`src/rtl/load_store_unit.sv`:
```
// Load/store unit: single outstanding access to a word-wide memory.
// Optional macro LSU_ALIGN_CHECK_EN turns misaligned requests into errors.
module load_store_unit #(
    parameter int memory_width = 32,
    parameter int memory_depth = 1024,
    localparam int AW = $clog2(memory_depth)
) (
    input  logic                    clk,
    input  logic                    reset,
    input  logic                    req_valid,
    output logic                    req_ready,
    input  logic                    req_we,
    input  logic [1:0]              req_size,
    input  logic                    req_unsigned,
    input  logic [AW+1:0]           req_addr,
    input  logic [memory_width-1:0] req_wdata,
    output logic                    rsp_valid,
    output logic [memory_width-1:0] rsp_rdata,
    output logic                    rsp_error,
    output logic                    RE,
    output logic                    WE,
    output logic [AW-1:0]           A,
    output logic [memory_width-1:0] WD,
    input  logic                    stall,
    input  logic [memory_width-1:0] RD
);

    typedef enum logic [2:0] {
        IDLE,
        READ,
        WRITE,
        RMW_READ,
        RMW_WRITE,
        RESP
    } state_t;

    state_t state;

    logic [1:0]              cap_size;
    logic                    cap_unsigned;
    logic [1:0]              cap_off;
    logic [memory_width-1:0] cap_wdata;

    logic                    in_byte;
    logic                    in_half;
    logic                    in_word;
    logic                    in_misaligned;
    logic [1:0]              in_off;

    // Request decode: access size, lane offset and alignment fault.
    always_comb begin
        in_byte       = (req_size == 2'b00);
        in_half       = (req_size == 2'b01);
        in_word       = req_size[1];
        in_misaligned = 1'b0;
        in_off        = 2'b00;
        unique case (1'b1)
            in_byte: in_off = req_addr[1:0];
            in_half: in_off = {req_addr[1], 1'b0};
            in_word: in_off = 2'b00;
            default: in_off = 2'b00;
        endcase
`ifdef LSU_ALIGN_CHECK_EN
        in_misaligned = (in_half && req_addr[0]) ||
                        (in_word && (req_addr[1:0] != 2'b00));
`endif
    end

    // Select the addressed lane from a read word and extend it.
    function automatic logic [memory_width-1:0] load_extend(
        input logic [memory_width-1:0] rd,
        input logic [1:0]              size,
        input logic [1:0]              off,
        input logic                    uns
    );
        logic [7:0]              b;
        logic [15:0]             h;
        logic [memory_width-1:0] r;
        b = rd[{off, 3'b000} +: 8];
        h = rd[{off[1], 4'b0000} +: 16];
        r = rd;
        unique case (1'b1)
            (size == 2'b00): begin
                if (uns) r = {{(memory_width-8){1'b0}}, b};
                else     r = {{(memory_width-8){b[7]}}, b};
            end
            (size == 2'b01): begin
                if (uns) r = {{(memory_width-16){1'b0}}, h};
                else     r = {{(memory_width-16){h[15]}}, h};
            end
            size[1]: r = rd;
            default: r = rd;
        endcase
        return r;
    endfunction

    // Replace the addressed byte or half of a read word with store data.
    function automatic logic [memory_width-1:0] store_merge(
        input logic [memory_width-1:0] rd,
        input logic [memory_width-1:0] wd,
        input logic [1:0]              size,
        input logic [1:0]              off
    );
        logic [memory_width-1:0] r;
        r = rd;
        if (size == 2'b00)
            r[{off, 3'b000} +: 8] = wd[7:0];
        else if (size == 2'b01)
            r[{off[1], 4'b0000} +: 16] = wd[15:0];
        else
            r = wd;
        return r;
    endfunction

    // Ready only while idle and out of reset.
    assign req_ready = (state == IDLE) && !reset;

    // Access sequencer with registered memory and response outputs.
    always_ff @(posedge clk) begin
        if (reset) begin
            state        <= IDLE;
            RE           <= 1'b0;
            WE           <= 1'b0;
            A            <= '0;
            WD           <= '0;
            rsp_valid    <= 1'b0;
            rsp_rdata    <= '0;
            rsp_error    <= 1'b0;
            cap_size     <= 2'b00;
            cap_unsigned <= 1'b0;
            cap_off      <= 2'b00;
            cap_wdata    <= '0;
        end else begin
            rsp_valid <= 1'b0;
            unique case (state)
                IDLE: begin
                    if (req_valid) begin
                        cap_size     <= req_size;
                        cap_unsigned <= req_unsigned;
                        cap_off      <= in_off;
                        cap_wdata    <= req_wdata;
                        A            <= req_addr[AW+1:2];
                        if (in_misaligned) begin
                            state     <= RESP;
                            rsp_valid <= 1'b1;
                            rsp_error <= 1'b1;
                            rsp_rdata <= '0;
                        end else if (!req_we) begin
                            state <= READ;
                            RE    <= 1'b1;
                        end else if (in_word) begin
                            state <= WRITE;
                            WE    <= 1'b1;
                            WD    <= req_wdata;
                        end else begin
                            state <= RMW_READ;
                            RE    <= 1'b1;
                        end
                    end
                end
                READ: begin
                    if (!stall) begin
                        state     <= RESP;
                        RE        <= 1'b0;
                        rsp_valid <= 1'b1;
                        rsp_error <= 1'b0;
                        rsp_rdata <= load_extend(RD, cap_size,
                                                 cap_off, cap_unsigned);
                    end
                end
                WRITE: begin
                    if (!stall) begin
                        state     <= RESP;
                        WE        <= 1'b0;
                        rsp_valid <= 1'b1;
                        rsp_error <= 1'b0;
                        rsp_rdata <= '0;
                    end
                end
                RMW_READ: begin
                    if (!stall) begin
                        state <= RMW_WRITE;
                        RE    <= 1'b0;
                        WE    <= 1'b1;
                        WD    <= store_merge(RD, cap_wdata,
                                             cap_size, cap_off);
                    end
                end
                RMW_WRITE: begin
                    if (!stall) begin
                        state     <= RESP;
                        WE        <= 1'b0;
                        rsp_valid <= 1'b1;
                        rsp_error <= 1'b0;
                        rsp_rdata <= '0;
                    end
                end
                RESP: begin
                    state <= IDLE;
                end
                default: begin
                    state <= IDLE;
                    RE    <= 1'b0;
                    WE    <= 1'b0;
                end
            endcase
        end
    end

endmodule
```
`config.mk`:
```
export PLATFORM = sky130hd
export DESIGN_NAME = load_store_unit
export DESIGN_NICKNAME = d
export VERILOG_FILES = /design/src/rtl/load_store_unit.sv
export SDC_FILE = /design/constraint.sdc
export NUM_CORES = 1
export LEC_CHECK = 0
export ABC_AREA = 0
export BUFFER_PORTS_ARGS = -buffer_cell sky130_fd_sc_hd__buf_2
export CAP_MARGIN = 40
export CORE_ASPECT_RATIO = 1.1
export CORE_MARGIN = 2
export CORE_UTILIZATION = 48
export CTS_CLUSTER_DIAMETER = 30
export DETAILED_ROUTE_END_ITERATION = 6
export GPL_TIMING_DRIVEN = 0
export PLACE_DENSITY = 0.76
export SKIP_LAST_GASP = 1
export SLEW_MARGIN = 40
export SYNTH_ARGS = -nofsm -noshare
export SYNTH_HDL_FRONTEND = slang
export SYNTH_SLANG_ARGS = --single-unit
```
`constraint.sdc`:
```
create_clock -name clk -period 3.2 [get_ports clk]
set_clock_uncertainty 0.1 [all_clocks]
set_input_delay 0.8 -clock clk [delete_from_list [all_inputs] [get_ports clk]]
set_output_delay 0.8 -clock clk [all_outputs]
set_load 0.1 [all_outputs]
```
==> results.cfg, run 1 <==
[outcome]
status = complete, no violations

[layout]
design_area_um2 = 7840
layout-drive-gt1-share_pct = 28.1
num_antenna_cells = 0
final_util_pct = 62.3
fin_cells = 1092
fin_nets = 1011
area_growth_pct = 26.7

[setup_path]
cp_slowest_cell = clkbuf_1
slowest_delay_ns = 0.42
cp.arrival_ns = 2.16
crit_buf_inv = 4
end_kind = output port
cp_common_cell = clkbuf_1
cp_top_family = buffers and inverters
path_class = input pin to output port
crit_path_start_kind = input pin
path_cells = clkbuf_1 > clkbuf_2 > clkbuf_1 > nor2_2 > buf_2
cp_max_fo = 10
required_ns = 2.30

[clock_network]
clk_pin_slew_worst_paths_ns = 0.05
cts.path.max_buffers = 2
cts_max_level = 4
root_buffer = clkbuf_16
cts_tree = yes
cts-hold-fix-buffers = 0
clkLatencyLatePin_ns = 0.43
cts_num_sinks = 117
cts_buffers = 17

[yosys]
ys.flop_type = dfxtp_1
ys_warn_count = 0
syn-num-nets = 834
synth.avg_cell_area_um2 = 8.31
synth_top_area_share_pct = 37.8
synth_cells = 745
synth-edff-count = 0
synth_seq_area_share_pct = 37.8
ys_ff_latch = 117
syn_area_um2 = 6190
synth_area_leaders = dfxtp_1, nand2_1, a21oi_1
synth_cell_types = 57
async_flop_share_pct = 0
synth_area_leader_cell = dfxtp_1

[grt]
grt_pass1_wl_mm = 32.3
overflow = 0
grt_antenna_before_repair = 0
grt_pass1_vias = 5983
grt_usage_pct = 30.4
grt_max_degree = 17

[floorplanning]
fp.dieH_um = 123
die_w_um = 112
rows = 43
initial_utilization_pct = 49.2
design.die.area_um2 = 13800
core_um2 = 12600
ios = 163

[sta]
slew_violations = 0
rsz0062_at_grt = false
setup_violations = 0
fmax_mhz = 327
tightest_slew_ns = 0.935
max_slew_margin_pct = 37.4
hold_viol_final = 0
fin_ws_ns = 0.139
period_share_pct = 95.7
tns_ns = 0
fin_crit_ns = 3.06

[placed_design]
numPortBuffers = 159
place_area_um2 = 7180
dp_hpwl_mm = 16.0
dp_slack_ns = 0.0398
dp.cells = 1061
routabilityCongestion = 1.00

[flow_run]
maxCapViolCount = 0

[detailed_routing]
routed-via-count = 6519
antenna_left = 0
viasPerCell = 5.97
drc = 0
dr.pass1.iters = 5
post_drt_wl_per_cell_um = 19.5
drtIter0Drc = 555
drt_wl_total_mm = 21.3

[power]
ir_drop_mv = 0.466
power.density_nw_per_um2 = 635
leakage_nw = 3.28

[worst_hold_path]
hold_path_class = register to register
==> area by class of cell <==
class,count,area [um^2]
Multi-Input combinational cell,532,3430
Sequential cell,117,2340
Tap cell,157,196
Inverter,25,93.8
Buffer,70,325
Timing Repair Buffer,159,796
Clock inverter,8,143
Clock buffer,24,512
Fill cell,1160,4750
==> routing by layer <==
metal / vias to the layer above / share of wire (%) / GRT usage, %
li1: 3075 / - / -
met1: 3049 / 41 / 38.1
met2: 331 / 47 / 50.5
met3: 64 / 7.9 / 6.18
met4: 0 / 3.9 / 14.2
met5: - / 0 / 0
==> registers in the layout, summed over array words and instances (netlist names) <==
signal        flops
cap_wdata        32
WD               32
cap_unsigned      1
rsp_valid         1
RE                1
rsp_rdata        32
WE                1
cap_off           2
cap_size          2
state             3
A                10
==> final timing paths <==
path               from         to  slack (ns)  cells past startpoint
max               reset  req_ready        0.14                      5
min                A[0]       A[0]        0.35                      2
max reg2reg  cap_off[1]     WD[12]        0.39                      8
min reg2reg        A[0]       A[0]        0.35                      2
==> cell usage after synthesis (3+ instances only) <==
| cell | number |
|---|---|
| and3_1 | 3 |
| nand2b_1 | 5 |
| a221oi_1 | 17 |
| dfxtp_1 | 117 |
| buf_2 | 22 |
| o41ai_2 | 16 |
| or4b_2 | 4 |
| mux2i_1 | 14 |
| inv_1 | 24 |
| a32o_1 | 10 |
| a221o_1 | 9 |
| ha_1 | 5 |
| nor4_1 | 5 |
| nor2_1 | 59 |
| nand2_1 | 122 |
| o2bb2ai_1 | 25 |
| o21a_1 | 8 |
| o21ai_0 | 19 |
| o221ai_1 | 14 |
| mux2_2 | 10 |
| a21oi_1 | 72 |
| clkbuf_1 | 41 |
| o2111ai_1 | 8 |
| nor3_1 | 20 |
| buf_4 | 3 |
| a211oi_1 | 18 |
| buf_6 | 3 |
| nand3b_1 | 18 |
| nand3_1 | 19 |
==> cells by family (layout without fill, tap and decap cells) <==
kind of cell,Yosys count,after routing,share of synthesized area (%)
and+or+nand+nor,272,272,20.8
adders and majority gates,5,5,1.01
buffers and inverters,96,286,6.81
xor gates and xnor gates,1,1,0.142
DFF,117,117,37.8
AOI/OAI and AO/OA,228,228,28.9
other,1,1,0.0606
muxes,25,25,4.45
==> layout by cell type, fill, tap and decap left out, types with 17 or more instances in the layout <==
| cell type | count |
|---|---|
| a221oi_1 | 17 |
| o21ai_0 | 19 |
| a21oi_1 | 72 |
| dfxtp_1 | 117 |
| nor2_1 | 58 |
| buf_2 | 181 |
| o2bb2ai_1 | 25 |
| inv_1 | 24 |
| nand3_1 | 19 |
| nand3b_1 | 18 |
| nand2_1 | 122 |
| clkbuf_16 | 17 |
| a211oi_1 | 18 |
| nor3_1 | 19 |
| clkbuf_1 | 40 |
==> worst reg2reg max path, delay by kind of cell (launching register included) <==
family | cells | cell delay, ns
compound gates | 3 | 0.69
buf+inv | 3 | 0.67
flops | 1 | 0.39
simple gates | 1 | 0.46
fa+ha+maj | 1 | 0.42
==> timing repair <==
action                                  in CTS  in global routing
gates resized for setup                      0                  2
buffers inserted                             0                  0
endpoints found under the hold margin        0                  0
endpoints found under the setup margin       0                  7
==> power breakdown <==
part	leakage, nW	total (mW)	switching (mW)	internal [mW]
Clock	0.322	2.10	0.678	1.42
Sequential	0.954	1.64	0.0741	1.56
Combinational	2.00	1.24	0.946	0.298
Total	3.28	4.98	1.70	3.28
==> stage by stage <==
stage                     power, mW  hold slack [ns]
final                          4.98            0.348
after global routing           5.13            0.374
after CTS                      4.97            0.350
after detailed placement       2.89            0.343
after global placement         2.88            0.339
after floorplan                2.58            0.336
Power figures use the tool's default switching activity.
==> inputs of run 2 (changes only) <==
--- a/config.mk
+++ b/config.mk
@@ -15,6 +15,7 @@
 export DETAILED_ROUTE_END_ITERATION = 6
 export GPL_TIMING_DRIVEN = 0
 export PLACE_DENSITY = 0.76
+export SETUP_SLACK_MARGIN = 0.15
 export SKIP_LAST_GASP = 1
 export SLEW_MARGIN = 40
 export SYNTH_ARGS = -nofsm -noshare
==> results.cfg, run 2 (synthesis gave the netlist of run 1 again) <==
[detailed_routing]
antenna_left = 0
drtIter0Drc = 456
dr.pass1.iters = 5
drt_wl_total_mm = 20.8
routed-via-count = 6511
drc = 0
post_drt_wl_per_cell_um = 19.1
viasPerCell = 5.97

[sta]
slew_violations = 0
fin_crit_ns = 2.91
tightest_slew_ns = 0.830
rsz0062_at_grt = false
hold_viol_final = 0
max_slew_margin_pct = 44.4
setup_violations = 0
hold_ws_ns = 0.348
fmax_mhz = 343
period_share_pct = 91.1
tns_ns = 0

[placed_design]
routabilityCongestion = 0.960
numPortBuffers = 159
dp_hpwl_mm = 15.7

[power]
leakage_nw = 3.23
power.density_nw_per_um2 = 596
ir_drop_mv = 0.456

[layout]
reg_top3 = WD x32, cap_wdata x32, rsp_rdata x32
layout-drive-gt1-share_pct = 28.0
num_antenna_cells = 0
fin_nets = 1012
final_common_cell = buf_2
nFillCells = 1155
area_growth_pct = 24.8
layout_common_cells = buf_2, nand2_1, dfxtp_1

[setup_path]
path_class = register to register
timing.rr.end = WD[12]
cp_max_fo = 10
end_kind = register
cp_slowest_cell = or3b_2
cp.arrival_ns = 3.15
required_ns = 3.43
slowest_delay_ns = 0.46
crit_path_start_kind = register
rr_worst_depth = 9
r2r-start = cap_off[0]
r2r_setup_slack_ns = 0.29
path_cells = buf_6 > clkbuf_2 > inv_1 > ha_1 > or3b_2 > clkbuf_1 > o221ai_1 > o2111ai_1 > a211oi_1

[floorplanning]
core_um2 = 12600
die_w_um = 112
initial_utilization_pct = 49.2
ios = 163
design.die.area_um2 = 13800
fp.dieH_um = 123
rows = 43

[flow_run]
maxCapViolCount = 0

[worst_hold_path]
hold_path_class = register to register
min_to = A[1]
min_from = A[1]
min_delay_path_depth = 2

[grt]
grt_pass1_wl_mm = 32.0
grt_usage_pct = 29.9
grt_pass1_vias = 6053
grt_antenna_before_repair = 0
grt_max_degree = 17
overflow = 0

[clock_network]
cts-hold-fix-buffers = 0
postCtsSetupRepairBufs = 0
cts_num_sinks = 117
clkLatencyLatePin_ns = 0.42
cts_tree = yes
cts_buffers = 17
root_buffer = clkbuf_16
clk_pin_slew_worst_paths_ns = 0.05
cts.path.max_buffers = 2
cts_max_level = 4

[outcome]
status = complete, no violations
## run 2: changes by cell type in the layout (fill, tap and decap cells not counted), sizes merged
cell	previous run	this run
bufinv	4	0
clkbuf	64	65
clkinvlp	1	0
clkinv	3	5
## run 2: routing by layer
layer,vias up,GRT usage (%),routed length (um)
met5,-,0,0
li1,3081,-,-
met2,314,48.8,9710
met3,65,7.89,1720
met4,0,13.3,810
met1,3051,37.5,8570
## run 2: through the flow
step                util (%)  worst slack (ns)  cell area (um^2)  instances  total power, mW
finish                  61.3             0.285              7720       1090             4.60
global route            61.3             0.159              7720       1090             4.76
detailed placement      57.1            0.0305              7190       1061             2.89
global placement        57.1            0.0355              7190       1061             2.88
CTS                     61.3             0.167              7720       1090             4.58
floorplan                  -             0.431              6200        745             2.58
## run 2: critical path, delay by kind of cell, from the launching register on
| kind | cells | cell delay [ns] |
|---|---|---|
| buf+inv | 4 | 0.71 |
| compound gates | 3 | 0.70 |
| simple gates | 1 | 0.46 |
| flops | 1 | 0.42 |
| fa+ha+maj | 1 | 0.42 |
## run 2: worst max path at each step
stage,startpoint,endpoint,cells past startpoint
3_5_place_dp,reset,req_ready,5
5_1_grt,cap_off[0],WD[12],9
4_1_cts,reset,req_ready,5
3_3_place_gp,reset,req_ready,5
2_1_floorplan,reset,req_ready,4
6_report,cap_off[0],WD[12],9
## run 2: final cells by class
| class | count | area, um^2 | share of cell area [%] |
|---|---|---|---|
| multi-input cells | 532 | 3440 | 44.5 |
| flip-flops and latches | 117 | 2340 | 30.3 |
| repair buffers | 159 | 796 | 10.3 |
| clock buffers | 24 | 502 | 6.50 |
| plain buffers | 71 | 332 | 4.29 |
| well taps | 157 | 196 | 2.54 |
| inverters | 25 | 93.8 | 1.21 |
| clock inverters | 5 | 25.0 | 0.324 |
## run 2: power breakdown
group          switching [mW]  leakage, nW  internal, mW  total, mW
clock network           0.653        0.267          1.07       1.72
registers              0.0744        0.954          1.56       1.64
logic                   0.942         2.01         0.299       1.24
total                    1.67         3.23          2.93       4.60
## run 2: timing repair
action,CTS,global route
gates cloned,0,0
setup endpoints to repair,2,1
pin swaps,0,0
resized for setup,2,2
==> inputs of run 3 (changes only) <==
--- a/config.mk
+++ b/config.mk
@@ -6,17 +6,16 @@
 export NUM_CORES = 1
 export LEC_CHECK = 0
 export ABC_AREA = 0
-export BUFFER_PORTS_ARGS = -buffer_cell sky130_fd_sc_hd__buf_2
 export CAP_MARGIN = 40
 export CORE_ASPECT_RATIO = 1.1
 export CORE_MARGIN = 2
-export CORE_UTILIZATION = 48
+export CORE_UTILIZATION = 45
 export CTS_CLUSTER_DIAMETER = 30
 export DETAILED_ROUTE_END_ITERATION = 6
+export DONT_BUFFER_PORTS = 1
 export GPL_TIMING_DRIVEN = 0
-export PLACE_DENSITY = 0.76
+export PLACE_DENSITY = 0.62
 export SETUP_SLACK_MARGIN = 0.15
-export SKIP_LAST_GASP = 1
 export SLEW_MARGIN = 40
 export SYNTH_ARGS = -nofsm -noshare
 export SYNTH_HDL_FRONTEND = slang
==> results.cfg, run 3 (synthesis gave the netlist of run 1 again) <==
[outcome]
status = complete, no violations

[setup_path]
r2r_setup_slack_ns = 0.28
endpoint = req_ready
startpoint = reset
path_class = input pin to output port
timing.rr.end = WD[15]
required_ns = 2.30
r2r-start = cap_off[0]
cp_max_fo = 10
rr_worst_depth = 9
cp.arrival_ns = 2.03
end_kind = output port
crit_path_start_kind = input pin

[sta]
hold_viol_final = 0
slew_violations = 0
max_slew_margin_pct = 51.8
rsz0062_at_grt = false
fin_crit_ns = 2.93
period_share_pct = 91.4
setup_violations = 0
tns_ns = 0
fmax_mhz = 342
tightest_slew_ns = 0.724

[layout]
final_common_cell = nand2_1
layout-drive-gt1-share_pct = 23.4
design_area_um2 = 7110
num_antenna_cells = 0
reg_top3 = WD x32, cap_wdata x32, rsp_rdata x32
fin_nets = 853
area_growth_pct = 14.9
layout_common_cells = nand2_1, dfxtp_2, a21oi_1

[grt]
grt_pass1_vias = 5862
grt_pass1_wl_mm = 34.0
grt_antenna_before_repair = 0
grt_usage_pct = 30.8
grt_max_degree = 17
overflow = 0

[floorplanning]
fp.dieH_um = 127
core_um2 = 13300
ios = 163
design.die.area_um2 = 14700
die_w_um = 116
initial_utilization_pct = 46.5
rows = 44

[worst_hold_path]
hold_path_class = register to register
min_delay_path_depth = 2

[placed_design]
dp_hpwl_mm = 17.2
routabilityCongestion = 0.979
numPortBuffers = 0
place_area_um2 = 6520

[clock_network]
cts_num_sinks = 117
clkLatencyLatePin_ns = 0.42
postCtsSetupRepairBufs = 0
cts_buffers = 17
cts.path.max_buffers = 2
cts-hold-fix-buffers = 0
cts_tree = yes
clk_pin_slew_worst_paths_ns = 0.05
root_buffer = clkbuf_16
cts_max_level = 4

[detailed_routing]
drtIter0Drc = 502
drt_wl_total_mm = 22.5
antenna_left = 0
drc = 0
viasPerCell = 6.25
post_drt_wl_per_cell_um = 23.4
routed-via-count = 5991
dr.pass1.iters = 5

[power]
swShare_pct = 35.6
p_comb_share_pct = 14.6
clkPwrFrac_pct = 40.1
seq_power_share_pct = 45.3
ir_drop_mv = 0.340
leakage_nw = 2.54
power.density_nw_per_um2 = 653
switchingPower_mw = 1.65
power.internal_mw = 2.99

[flow_run]
maxCapViolCount = 0
run 3: changes by cell type in the layout (fill, tap and decap cells not counted), sizes merged:
cell and change:
buf -158, bufinv +2, clkbuf -4, clkinvlp +2
run 3: critical path: stages:
cell	delay (ns)
clkbuf_1	0.16
clkbuf_1	0.25
buf_2	0.28
nor2_4	0.52
run 3: worst min-delay path by stage:
stage                              from       endpoint  slack, ns
after CTS                 cap_wdata[17]  cap_wdata[17]       0.36
final                     cap_wdata[23]  cap_wdata[23]       0.36
after global routing      cap_wdata[24]  cap_wdata[24]       0.38
after detailed placement  cap_wdata[17]  cap_wdata[17]       0.35
after global placement    cap_wdata[31]  cap_wdata[31]       0.35
after floorplan           cap_wdata[16]  cap_wdata[16]       0.34
run 3: power groups by stage:
stage / clock [mW] / sequential (mW) / combinational [mW]
after floorplan: 0 / 2.08 / 0.502
after global placement: 0 / 2.12 / 0.643
after detailed placement: 0 / 2.14 / 0.658
after CTS: 1.88 / 2.10 / 0.660
after global routing: 1.94 / 2.12 / 0.736
final: 1.86 / 2.11 / 0.677
run 3: area by class of cell:
cell class,instances,area (um^2)
clock buffers,21,470
flip-flops and latches,117,2440
clock inverters,9,104
plain buffers,71,330
multi-input cells,532,3440
well taps,184,230
fillers,1285,6210
inverters,25,93.8
run 3: per-stage QoR:
step                setup slack [ns]  cells  utilization (%)  hold slack [ns]  total power, mW
floorplan                      0.431    745                -            0.336             2.58
global placement             0.00879    929             48.2            0.345             2.76
detailed placement           -0.0159    929             49.0            0.354             2.79
CTS                            0.186    959             53.3            0.361             4.64
global route                   0.154    959             53.4            0.381             4.80
finish                         0.274    959             53.4            0.362             4.65
run 3: per-layer routing:
metal  track usage, %  share of wire (%)
met2             48.1                 47
met3             9.44                 10
met1             38.5                 39
met4             15.0                3.5
met5                0                  0
run 3: repair_timing:
action                     CTS  global route
setup endpoints to repair    2             1
gates resized for setup      2             1
pin swaps                    0             1
